[config.mk]
export PLATFORM = sky130hd
export DESIGN_NAME = bufg_gt_ctrl_flat
export DESIGN_NICKNAME = d
export VERILOG_FILES = /design/src/rtl/bufg_gt_ctrl_if.sv /design/src/rtl/bufg_gt_ctrl.sv /design/src/flat_wrapper.sv
export SDC_FILE = /design/constraint.sdc
export NUM_CORES = 1
export LEC_CHECK = 0
export CORE_ASPECT_RATIO = 1.1
export CORE_MARGIN = 8
export CORE_UTILIZATION = 50
export DETAILED_ROUTE_END_ITERATION = 16
export PLACE_DENSITY = 0.74
export SLEW_MARGIN = 20
export SYNTH_ARGS = -nofsm -noshare
export SYNTH_HDL_FRONTEND = slang
export SYNTH_SLANG_ARGS = --single-unit
[constraint.sdc]
create_clock -name clk -period 4 [get_ports clk]
set_input_delay 0.4 -clock clk [delete_from_list [all_inputs] [get_ports clk]]
set_output_delay 0.4 -clock clk [all_outputs]
set_load 0.1 [all_outputs]
[src/rtl/bufg_gt_ctrl_if.sv]
// -----------------------------------------------------------------------------
// bufg_gt_ctrl_if
// Configuration request/response bundle between a requester and the
// BUFG_GT control sequencer.
//
// Signals
//   req      requester -> ctrl  one-cycle config request
//   req_div  requester -> ctrl  requested DIV code (divide ratio = code + 1)
//   req_en   requester -> ctrl  1 = buffer running after the sequence
//   ack      ctrl -> requester  one-cycle pulse, sequence complete
//   busy     ctrl -> requester  sequence in progress
//   drop     ctrl -> requester  one-cycle pulse, request discarded while busy
//
// Modports
//   master   requester side
//   slave    controller side
// -----------------------------------------------------------------------------
interface bufg_gt_ctrl_if;
    logic       req;
    logic [2:0] req_div;
    logic       req_en;
    logic       ack;
    logic       busy;
    logic       drop;

    modport master (
        output req,
        output req_div,
        output req_en,
        input  ack,
        input  busy,
        input  drop
    );

    modport slave (
        input  req,
        input  req_div,
        input  req_en,
        output ack,
        output busy,
        output drop
    );
endinterface

[src/rtl/bufg_gt_ctrl.sv]
// -----------------------------------------------------------------------------
// bufg_gt_ctrl
// Control-side driver for one BUFG_GT clock buffer. A one-cycle config request
// (divide code + enable) is turned into a glitch-safe sequence:
//   gate CE -> hold CLR while DIV changes -> release CLR -> re-enable CE.
// Runs in the always-on control clock domain, never in the buffered clock.
//
// Parameters
//   SETTLE_CYCLES  cycles CLR is held asserted after the DIV update (1..255)
//   GAP_CYCLES     cycles between CLR release and CE assertion     (1..255)
//
// Ports
//   clk      in   control clock, all state on the rising edge
//   rst_n    in   asynchronous active-low reset
//   cfg      slave modport of bufg_gt_ctrl_if (req/req_div/req_en in,
//            ack/busy/drop out)
//   ce       out  BUFG_GT CE
//   cemask   out  BUFG_GT CEMASK, tied low
//   clr      out  BUFG_GT CLR (active high)
//   clrmask  out  BUFG_GT CLRMASK, tied low
//   div      out  BUFG_GT DIV
//
// All outputs are registered. Each register is loaded from the value that
// belongs to the *next* state, so the outputs seen in a cycle always match
// the state held in that same cycle.
// -----------------------------------------------------------------------------
module bufg_gt_ctrl #(
    parameter int unsigned SETTLE_CYCLES = 8,
    parameter int unsigned GAP_CYCLES    = 4
) (
    input  logic               clk,
    input  logic               rst_n,
    bufg_gt_ctrl_if.slave      cfg,
    output logic               ce,
    output logic               cemask,
    output logic               clr,
    output logic               clrmask,
    output logic [2:0]         div
);

    // Counter reload values; a counter running from LOAD down to 0 spans
    // exactly LOAD+1 cycles in its state.
    localparam logic [7:0] SETTLE_LOAD = 8'(SETTLE_CYCLES - 1);
    localparam logic [7:0] GAP_LOAD    = 8'(GAP_CYCLES - 1);

    typedef enum logic [2:0] {
        ST_IDLE    = 3'd0,
        ST_STOP    = 3'd1,
        ST_CLEAR   = 3'd2,
        ST_RELEASE = 3'd3,
        ST_DONE    = 3'd4
    } state_t;

    state_t     state_r;
    state_t     state_nx_s;
    logic [7:0] cnt_r;
    logic [7:0] cnt_nx_s;
    logic [2:0] cap_div_r;
    logic [2:0] cap_div_nx_s;
    logic       cap_en_r;
    logic       cap_en_nx_s;
    logic       ce_r;
    logic       ce_nx_s;
    logic       clr_r;
    logic       clr_nx_s;
    logic [2:0] div_r;
    logic [2:0] div_nx_s;
    logic       ack_r;
    logic       ack_nx_s;
    logic       busy_r;
    logic       busy_nx_s;
    logic       drop_r;
    logic       drop_nx_s;

    // Next-state and next-output logic for the config sequencer.
    always_comb begin
        state_nx_s   = state_r;
        cnt_nx_s     = cnt_r;
        cap_div_nx_s = cap_div_r;
        cap_en_nx_s  = cap_en_r;
        ce_nx_s      = ce_r;
        clr_nx_s     = clr_r;
        div_nx_s     = div_r;
        // A request arriving in any non-idle state (DONE included) is
        // discarded and reported one cycle later; capture is untouched.
        drop_nx_s    = cfg.req && (state_r != ST_IDLE);

        case (state_r)
            ST_IDLE: begin
                if (cfg.req) begin
                    cap_div_nx_s = cfg.req_div;
                    cap_en_nx_s  = cfg.req_en;
                    state_nx_s   = ST_STOP;
                    // Gate the buffer first; CLR/DIV keep their old values.
                    ce_nx_s      = 1'b0;
                end else begin
                    state_nx_s   = ST_IDLE;
                end
            end

            ST_STOP: begin
                // CE has been low for a full cycle, safe to assert CLR and
                // move DIV in the same step.
                state_nx_s = ST_CLEAR;
                cnt_nx_s   = SETTLE_LOAD;
                ce_nx_s    = 1'b0;
                clr_nx_s   = 1'b1;
                div_nx_s   = cap_div_r;
            end

            ST_CLEAR: begin
                ce_nx_s  = 1'b0;
                clr_nx_s = 1'b1;
                if (cnt_r == 8'd0) begin
                    if (cap_en_r) begin
                        state_nx_s = ST_RELEASE;
                        cnt_nx_s   = GAP_LOAD;
                        clr_nx_s   = 1'b0;
                    end else begin
                        // Disable request: skip the release gap, the
                        // buffer stays in clear.
                        state_nx_s = ST_DONE;
                        ce_nx_s    = cap_en_r;
                        clr_nx_s   = ~cap_en_r;
                    end
                end else begin
                    cnt_nx_s = cnt_r - 8'd1;
                end
            end

            ST_RELEASE: begin
                ce_nx_s  = 1'b0;
                clr_nx_s = 1'b0;
                if (cnt_r == 8'd0) begin
                    state_nx_s = ST_DONE;
                    ce_nx_s    = cap_en_r;
                    clr_nx_s   = ~cap_en_r;
                end else begin
                    cnt_nx_s = cnt_r - 8'd1;
                end
            end

            ST_DONE: begin
                state_nx_s = ST_IDLE;
            end

            default: begin
                // Unreachable encoding: fall back to the safe cleared state.
                state_nx_s = ST_IDLE;
                cnt_nx_s   = 8'd0;
                ce_nx_s    = 1'b0;
                clr_nx_s   = 1'b1;
            end
        endcase

        ack_nx_s  = (state_nx_s == ST_DONE);
        busy_nx_s = (state_nx_s != ST_IDLE);
    end

    // State, counter, capture and output registers.
    always_ff @(posedge clk or negedge rst_n) begin
        if (!rst_n) begin
            state_r   <= ST_IDLE;
            cnt_r     <= 8'd0;
            cap_div_r <= 3'd0;
            cap_en_r  <= 1'b0;
            ce_r      <= 1'b0;
            clr_r     <= 1'b1;
            div_r     <= 3'd0;
            ack_r     <= 1'b0;
            busy_r    <= 1'b0;
            drop_r    <= 1'b0;
        end else begin
            state_r   <= state_nx_s;
            cnt_r     <= cnt_nx_s;
            cap_div_r <= cap_div_nx_s;
            cap_en_r  <= cap_en_nx_s;
            ce_r      <= ce_nx_s;
            clr_r     <= clr_nx_s;
            div_r     <= div_nx_s;
            ack_r     <= ack_nx_s;
            busy_r    <= busy_nx_s;
            drop_r    <= drop_nx_s;
        end
    end

    assign ce       = ce_r;
    assign clr      = clr_r;
    assign div      = div_r;
    assign cemask   = 1'b0;
    assign clrmask  = 1'b0;
    assign cfg.ack  = ack_r;
    assign cfg.busy = busy_r;
    assign cfg.drop = drop_r;

endmodule

[src/flat_wrapper.sv]
// flat-port wrapper written by rule: the top's interface ports become plain ports
module bufg_gt_ctrl_flat 
#(
    parameter int unsigned SETTLE_CYCLES = 8,
    parameter int unsigned GAP_CYCLES    = 4
)
  (clk, rst_n, ce, cemask, clr, clrmask, div, cfg_req, cfg_req_div, cfg_req_en, cfg_ack, cfg_busy, cfg_drop);
  bufg_gt_ctrl_if cfg_i ();
  input  logic clk;
  input  logic rst_n;
  output logic ce;
  output logic cemask;
  output logic clr;
  output logic clrmask;
  output logic [2:0] div;
  input wire logic [$bits(cfg_i.req)-1:0] cfg_req;
  input wire logic [$bits(cfg_i.req_div)-1:0] cfg_req_div;
  input wire logic [$bits(cfg_i.req_en)-1:0] cfg_req_en;
  output wire logic [$bits(cfg_i.ack)-1:0] cfg_ack;
  output wire logic [$bits(cfg_i.busy)-1:0] cfg_busy;
  output wire logic [$bits(cfg_i.drop)-1:0] cfg_drop;
  assign cfg_i.req = cfg_req;
  assign cfg_i.req_div = cfg_req_div;
  assign cfg_i.req_en = cfg_req_en;
  assign cfg_ack = cfg_i.ack;
  assign cfg_busy = cfg_i.busy;
  assign cfg_drop = cfg_i.drop;
  bufg_gt_ctrl #(.SETTLE_CYCLES(SETTLE_CYCLES), .GAP_CYCLES(GAP_CYCLES)) u_core (.clk(clk), .rst_n(rst_n), .cfg(cfg_i), .ce(ce), .cemask(cemask), .clr(clr), .clrmask(clrmask), .div(div));
endmodule
# After elaboration in Yosys (flattened, before gate mapping)
# Cells that the tools add are included.
[word_totals] output_inout_bits=10 word_cells=47 regBits=23 mem_bits_rw=0 mem_count=0 input_bits=7 latchBits=0 mem_bits_ro=0
[op_classes] bitwise=3 order_cmp=0 n_reduce_logical=9 muxes=16 eq_ne=8 shift=0 multipliers=0 div_mod_pow=0 addsub=1
[ops] op="$pmux 8 s4" n=1
[ops] op="$mux 8" n=3
[ops] op="$pmux 3 s4" n=1
[ops] op="$mux 3" n=3
[ops] op="$logic_not 8->1" n=1
[ops] op="$sub 8x1->8 const B" n=1
[ops] op="$eq 3x2->1 const B" n=2
[ops] op="$eq 3x3->1 const B" n=2
[ops] op="$mux 1" n=6
[ops] op="$pmux 1 s3" n=2
[ops] op="$reduce_bool 3->1" n=2
[ops] op="$ne 2x2->1 const B" n=2
[ops] op="$reduce_and 2->1" n=2
[ops] op="$eq 3x1->1 const B" n=1
[ops] op="$logic_not 3->1" n=1
[ops] op="$ne 3x2->1 const B" n=1
[ops] op="$not 1->1" n=3
[ops] op="$reduce_and 3->1" n=1
[ops] op="$reduce_or 2->1" n=1
[ops] op="$logic_and 1x1->1" n=1

# Depth between registers and ports, before layout
# Gate-level depths: netlist of run 1.
[logic_depth] word_depth=4 mapped_depth=6 ltp_nobuf=6

# Worst setup path after synthesis of run 1
# No wires, ideal clock.
[synth_path] path_type="register -> register" from="reg u_core.cnt_r[0]" to="reg u_core.cnt_r[1]" period_less_slack_ns=1.656 path_stages_with_launch=7 setup_time_ns=0.120 required_time_ns=3.880 arrival_time_ns=1.536 path_slack_ns=2.344 n_path_buf=0 path_cell_list="dfrtp_1 inv_1 ha_1 nor4b_4 nand2_4 or3_1 a31o_1"
[synth_between] elab_chain_cells=3 elab_cells_between_ends=8 classes_between="add/sub: 1; eq/ne: 2; mux: 3; reduce/logical: 2"
[synth_lines] element="start: declaration" line="bufg_gt_ctrl.sv:56" text="logic [7:0] cnt_r;"
[synth_lines] element="start signal: assignment" line="bufg_gt_ctrl.sv:175" text="cnt_r <= cnt_nx_s;"
[synth_lines] element="$sub 8x1->8 / $logic_not 8->1 (equally long branches)"
[synth_lines] element="$mux 8 (tied with other cells)" line="bufg_gt_ctrl.sv:134" text="if (cnt_r == 8'd0) begin"
[synth_lines] element="$pmux 8 s4 / $reduce_and 3->1 (equally long branches)"
# Several ways; a longest one is shown, not always the timed one. The select of a mux whose other input is x is not followed.
# A chain may end at the register's enable or synchronous reset.

# Final worst setup path of run 1
[layout_path] from="reg u_core.clr_r, in the netlist u_core.clr" to="out clr"
[layout_lines] element="start: declaration" line="bufg_gt_ctrl.sv:64" text="logic clr_r;"
[layout_lines] element="start signal: assignment" line="bufg_gt_ctrl.sv:179" text="clr_r <= clr_nx_s;"
[layout_lines] element="end: declaration" line="flat_wrapper.sv:13" text="output logic clr;"
# No word-level cell between the ends.

==> results.sh, run 1 <==
export IMPL_cts_tree="done"
export IMPL_drv_slew=0
export IMPL_r2r_cells=6
export IMPL_ios=17
export IMPL_postCtsSetupRepairBufs=0
export IMPL_crit_fanout=2
export IMPL_cts_hold_buf=0
export IMPL_portBuffers=14
export IMPL_htreeDepth=1
export IMPL_die_h_microns=66.79
export IMPL_worst_slew_pin_slew_ns=0.9845
export IMPL_drt_iter0_drc=25
export IMPL_crit_family="buffers and inverters"
export IMPL_layout_common_cells="dfrtp_1 (22), nor2_1 (13), clkdlybuf4s50_1 (13)"
export IMPL_finalClockSkew_ns=0.002988
export IMPL_hold_class="input pin to asynchronous set/reset pin"
export IMPL_worst_setup_path_start_kind="register"
export IMPL_grt_max_degree=24
export IMPL_core_area_sq_mm=0.002230
export IMPL_muxShareOfSynthArea_pct=6.724
export IMPL_rsz0062_at_grt="false"
export IMPL_outcome="completed"
export IMPL_final_common_cell="dfrtp_1"
export IMPL_synthDominantCellAreaShare_pct=46.96
export IMPL_end_kind="output pin"
export IMPL_crit_path_cell_trace="clkdlybuf4s50_1"
export IMPL_worst_path_buf_inv=1
export IMPL_synthSimpleGateAreaFrac_pct=24.44
export IMPL_fin_nets=135
export IMPL_vias=881
export IMPL_wl_microns=2411
export IMPL_drive_gt1_share_pct=15.20
export IMPL_syn_avg_cell_area_sq_um=10.56
export IMPL_clock_sinks=23
export IMPL_fin_tns_setup_ns=0
export IMPL_fmax_ghz=0.4173
export IMPL_drtPass1Iterations=4
export IMPL_fillCellCount=178
export IMPL_yosys_area_top_type="dfrtp_1"
export IMPL_rr_startpoint="u_core.cnt_r[0]$_DFFE_PN0P_"
export IMPL_reg2reg_slack_ns=2.17
export IMPL_drc_errors=0
export IMPL_antenna_found_initial=0
export IMPL_cts_path_max_buffers=2
export IMPL_yosysUniqueCellTypes=41
export IMPL_leakage_nw=0.5753
export IMPL_routabilityCongestion=0.8461
export IMPL_clk_pin_slew_ns=0.13
export IMPL_cp_slowest_cell="clkdlybuf4s50_1"
export IMPL_syn_inst=111
export IMPL_cp_arrival_ns=2.00
export IMPL_initial_core_util_pct=52.58
export IMPL_synth_xor_area_share_pct=0.7471
export IMPL_endpoint="clr"
export IMPL_synth_edf_count=0
export IMPL_max_stage_delay_ns=1.13
export IMPL_final_cells=155
export IMPL_antenna_cells=0
export IMPL_worst_slack_ns=1.604
export IMPL_grt_pass1_wl_microns=4188
export IMPL_grt_use_total_pct=12.70
export IMPL_yosysSeqAreaShare_pct=49.20
export IMPL_num_rows=18
export IMPL_yosys_warnings=0
export IMPL_rr_endpoint="u_core.cnt_r[1]$_DFFE_PN0P_"
export IMPL_synth_fa_ha_area_share_pct=2.134
export IMPL_synth_top_family_by_area="simple AND/OR/NAND/NOR gates"
export IMPL_slew_headroom_pct=34.16
export IMPL_fin_crit_sh_pct=59.90
export IMPL_min_period_ns=2.396
export IMPL_yosys_register_bits=23
export IMPL_syn_to_final_growth_pct=15.26
export IMPL_syn_area_sq_mm=0.001172
export IMPL_antenna_left=0
export IMPL_fp_dieArea_sq_mm=0.004152
export IMPL_place_inst=151
export IMPL_ys_flop_type="dfrtp_1"
export IMPL_place_ws_ns=1.958
export IMPL_fp_dieW_microns=62.17
export IMPL_routedWlPerCell_microns=15.55
export IMPL_netlist_top_cells_area="dfrtp_1 (47%), mux2_2 (6.7%), nor2_1 (4.2%), a21oi_1 (3.0%), nand3_1 (3.0%)"
export IMPL_clkLatencyLatePin_ns=0.32
export IMPL_path_depth=1
export IMPL_crit_required_ns=3.60
export IMPL_hpwl_microns=1810
export IMPL_overflow=0
export IMPL_hold_viol_final=0
export IMPL_crit_start="u_core.clr$_DFFE_PN1P_"
export IMPL_cts_made_buffers=3
export IMPL_path_class="register to output pin"
export IMPL_synthArstFlopShare_pct=100.0
export IMPL_setup_viol=0
export IMPL_root_buffer="clkbuf_4"
export IMPL_power_density_mw_per_mm2=869.7
export IMPL_cts_resized=0
export IMPL_vias_per_cell=5.684
export IMPL_synth_compound_area_share_pct=13.13
export IMPL_peakVddDrop_mv=0.6528
export IMPL_drv_cap=0
export IMPL_first_global_vias=909
[cell usage after synthesis, types with 2 or more instances]
cell type  count
a211oi_1       3
a21oi_1        7
and2_1         2
buf_4          2
clkbuf_1       2
dfrtp_1       22
ha_1           2
inv_1          3
mux2_2         7
nand2_1        6
nand2b_1       4
nand3_1        7
nand4_1        2
nor2_1        13
nor2b_1        2
or3_1          2
[logic make-up after synthesis]
group / Yosys count
AND/OR/NAND/NOR: 47
flip-flops: 23
AO/OA/AOI/OAI: 22
buffers and inverters: 8
multiplexers: 7
adder cells (fa/ha/maj): 2
other: 1
XOR/XNOR: 1
[routing by layer]
layer / GRT usage (%) / wire length (microns) / up-vias
met3: 4.530 / 129 / 4
li1: - / - / 426
met2: 21.73 / 1221 / 17
met1: 13.55 / 1016 / 434
met4: 6.997 / 44 / 0
met5: 0 / 0 / -
[layout make-up]
cell class,instances,area [sq um],share of cell area (%)
flip-flops and latches,23,576.8,42.69
multi-input cells,81,560.5,41.48
repair buffers,14,135.1,10.00
well taps,30,37.54,2.778
clock buffers,3,22.52,1.667
inverters,3,11.26,0.8333
clock inverters,1,7.507,0.5556
[flip-flops by register name, indices dropped and copies added (netlist names)]
| signal | cells |
|---|---|
| u_core.state_r | 3 |
| u_core.cfg.busy | 1 |
| u_core.ce | 1 |
| u_core.cfg.drop | 1 |
| u_core.cap_en_r | 1 |
| u_core.clr | 1 |
| u_core.div | 3 |
| u_core.cap_div_r | 3 |
| u_core.cfg.ack | 1 |
| u_core.cnt_r | 8 |
[per-stage QoR]
stage	cell area, sq um	utilization [%]	power [mW]	hold slack (ns)
floorplan	1176	-	0.9238	0.1044
global placement	1326	59.48	1.050	0.4814
detailed placement	1326	59.48	1.070	0.4890
CTS	1356	60.83	1.182	0.5171
global route	1351	60.61	1.247	0.05630
finish	1351	60.61	1.175	0.02824
[power by group]
part	internal, mW	switching (mW)	total [mW]
clock	0.0382	0.0736	0.112
combinational	0.219	0.411	0.630
sequential	0.330	0.104	0.434
[worst min-delay path by stage]
stage	start	slack, ns	cells past startpoint	end
floorplan	rst_n	0.10	0	u_core.cap_div_r[0]$_DFFE_PN0P_
CTS	u_core.ce$_DFFE_PN0P_	0.52	2	u_core.ce$_DFFE_PN0P_
detailed placement	u_core.ce$_DFFE_PN0P_	0.49	2	u_core.ce$_DFFE_PN0P_
global route	rst_n	0.06	1	u_core.cfg.ack$_DFF_PN0_
global placement	u_core.ce$_DFFE_PN0P_	0.48	2	u_core.ce$_DFFE_PN0P_
finish	rst_n	0.03	1	u_core.cfg.ack$_DFF_PN0_
Note: power is estimated with default switching activity, not from simulation.
==> inputs of run 2 (changes only) <==
--- a/config.mk
+++ b/config.mk
@@ -7,9 +7,9 @@
 export LEC_CHECK = 0
 export CORE_ASPECT_RATIO = 1.1
 export CORE_MARGIN = 8
-export CORE_UTILIZATION = 50
+export CORE_UTILIZATION = 47
 export DETAILED_ROUTE_END_ITERATION = 16
-export PLACE_DENSITY = 0.74
+export PLACE_DENSITY = 0.73
 export SLEW_MARGIN = 20
 export SYNTH_ARGS = -nofsm -noshare
 export SYNTH_HDL_FRONTEND = slang
==> constraint.sdc (replaced) <==
create_clock -name clk -period 2.2 [get_ports clk]
set_input_delay 0.22 -clock clk [delete_from_list [all_inputs] [get_ports clk]]
set_output_delay 0.22 -clock clk [all_outputs]
set_load 0.1 [all_outputs]
==> run 2 against run 1 <==
  * Non-clock buffer count increased by 3
  * Design area increased by 0.46%
  * Sequential cell count unchanged
  * Clock skew increased by 0.0067 ns
  * Global-route usage decreased by 0.10 points
  * Die area increased by 4.8%
  * Clock-buffer cell count unchanged
  * Sequential share of layout area decreased by 0.20 points
  * Critical endpoint is now u_core.cnt_r[1]$_DFFE_PN0P_
  * Largest cell class unchanged
==> results.sh, run 2 (synthesis results as in run 1) <==
export IMPL_vias=924
export IMPL_grt_pass1_wl_microns=4312
export IMPL_fp_dieW_microns=63.62
export IMPL_fp_dieArea_sq_mm=0.004350
export IMPL_leakage_nw=0.6025
export IMPL_largest_reg_flops=8
export IMPL_cp_slowest_cell="dfrtp_1"
export IMPL_layout_common_cells="dfrtp_1 (22), nor2_1 (13), buf_4 (11)"
export IMPL_drv_slew=0
export IMPL_htreeDepth=1
export IMPL_outcome="completed"
export IMPL_crit_path_cell_trace="inv_1 -> ha_1 -> nor4b_4 -> nand2_4 -> or3_1 -> a31o_1"
export IMPL_slew_headroom_pct=64.36
export IMPL_clkLatencyLatePin_ns=0.31
export IMPL_vias_per_cell=5.811
export IMPL_core_area_sq_mm=0.002425
export IMPL_drc_errors=0
export IMPL_antenna_cells=0
export IMPL_cts_path_max_buffers=2
export IMPL_root_buffer="clkbuf_4"
export IMPL_postCtsSetupRepairBufs=0
export IMPL_regMostFlops="u_core.cnt_r"
export IMPL_clock_sinks=23
export IMPL_cp_arrival_ns=2.06
export IMPL_rsz0062_at_grt="false"
export IMPL_cts_hold_buf=0
export IMPL_num_rows=19
export IMPL_met3_usage_pct=3.764
export IMPL_finalClockSkew_ns=0.009695
export IMPL_antenna_found_initial=0
export IMPL_cts_made_buffers=3
export IMPL_grt_max_degree=14
export IMPL_grt_use_total_pct=12.60
export IMPL_cts_resized=0
export IMPL_fin_nets=138
export IMPL_hpwl_microns=1873
export IMPL_portBuffers=14
export IMPL_use_met1_pct=13.74
export IMPL_fmax_ghz=0.5402
export IMPL_end_kind="register"
export IMPL_antenna_left=0
export IMPL_final_common_cell="dfrtp_1"
export IMPL_drt_iter0_drc=50
export IMPL_crit_required_ns=2.41
export IMPL_crit_fanout=10
export IMPL_routabilityCongestion=0.9493
export IMPL_routedWlPerCell_microns=16.09
export IMPL_initial_core_util_pct=48.35
export IMPL_die_h_microns=68.38
export IMPL_drive_gt1_share_pct=22.66
export IMPL_first_global_vias=955
export IMPL_max_stage_delay_ns=0.44
export IMPL_drtPass1Iterations=4
export IMPL_ios=17
export IMPL_clk_pin_slew_ns=0.13
export IMPL_fin_tns_setup_ns=0
export IMPL_power_mw=2.139
export IMPL_peakVddDrop_mv=0.9454
export IMPL_hold_viol_final=0
export IMPL_met2_usage_pct=21.93
export IMPL_hold_class="input pin to asynchronous set/reset pin"
export IMPL_syn_to_final_growth_pct=15.79
export IMPL_wl_microns=2558
export IMPL_setup_viol=0
export IMPL_fillCellCount=229
export IMPL_worst_slew_pin_slew_ns=0.5326
export IMPL_fin_crit_sh_pct=84.14
export IMPL_drv_cap=0
export IMPL_overflow=0
export IMPL_path_class="register to register"
export IMPL_worst_setup_path_start_kind="register"
export IMPL_min_period_ns=1.851
export IMPL_cts_tree="done"
export IMPL_power_density_mw_per_mm2=1575
export IMPL_grt_busiest_layer="met2"
[run 2: cell count changes in the layout (fill, tap and decap cells not counted), sizes merged]
cell,change
buf,+10
clkdlybuf4s50,-7
clkinv,+1
clkinvlp,-1
[run 2: path summary, 6_finish.rpt]
kind                                        startpoint                     endpoint  slack [ns]  cells past startpoint
max                        u_core.cnt_r[0]$_DFFE_PN0P_  u_core.cnt_r[1]$_DFFE_PN0P_        0.35                      6
min                                              rst_n  u_core.cnt_r[6]$_DFFE_PN0P_        0.22                      1
max reg2reg                u_core.cnt_r[0]$_DFFE_PN0P_  u_core.cnt_r[1]$_DFFE_PN0P_        0.35                      6
min reg2reg                      u_core.ce$_DFFE_PN0P_        u_core.ce$_DFFE_PN0P_        0.51                      2
max in group asynchronous                        rst_n  u_core.state_r[0]$_DFF_PN0_        1.41                      2
min in group clk                 u_core.ce$_DFFE_PN0P_        u_core.ce$_DFFE_PN0P_        0.51                      2
[run 2: per-layer routing]
layer  part of all wire, %  wire length (microns)
met4                   3.1                     79
met1                    42                   1065
met2                    49                   1251
met3                   6.3                    162
met5                     0                      0
[run 2: area by class of cell]
cell class                 instances  area [sq um]  share of cell area, %
timing repair buffer              17         142.6                  10.51
multi-input combinational         81         560.5                  41.29
sequential                        23         576.8                  42.49
inverter                           3         11.26                 0.8295
clock inverter                     1         5.005                 0.3687
clock buffer                       3         22.52                  1.659
tap                               31         38.79                  2.857
[run 2: power by group]
group	switching [mW]	internal (mW)	total, mW
clock network	0.127	0.0678	0.195
logic	0.771	0.391	1.16
registers	0.181	0.600	0.781
total	1.08	1.06	2.14
[run 2: per-stage QoR]
stage / worst slack (ns) / std cells / cell area, sq um / hold slack, ns / util, %
after floorplan: 0.5444 / 112 / 1176 / -0.07559 / -
after global placement: 0.4964 / 155 / 1330 / 0.4827 / 54.85
after detailed placement: 0.3893 / 155 / 1330 / 0.4927 / 54.85
after CTS: 0.3624 / 159 / 1358 / 0.2539 / 55.99
after global routing: 0.2949 / 159 / 1358 / 0.2682 / 55.99
final: 0.3490 / 159 / 1358 / 0.2212 / 55.99
[run 2: worst max-delay path: cells and delay by family (launching register included)]
kind,cells,cell delay (ns)
flip-flops,1,0.44
adder cells (fa/ha/maj),1,0.15
AO/OA/AOI/OAI,1,0.23
buffers and inverters,1,0.12
AND/OR/NAND/NOR,3,0.80
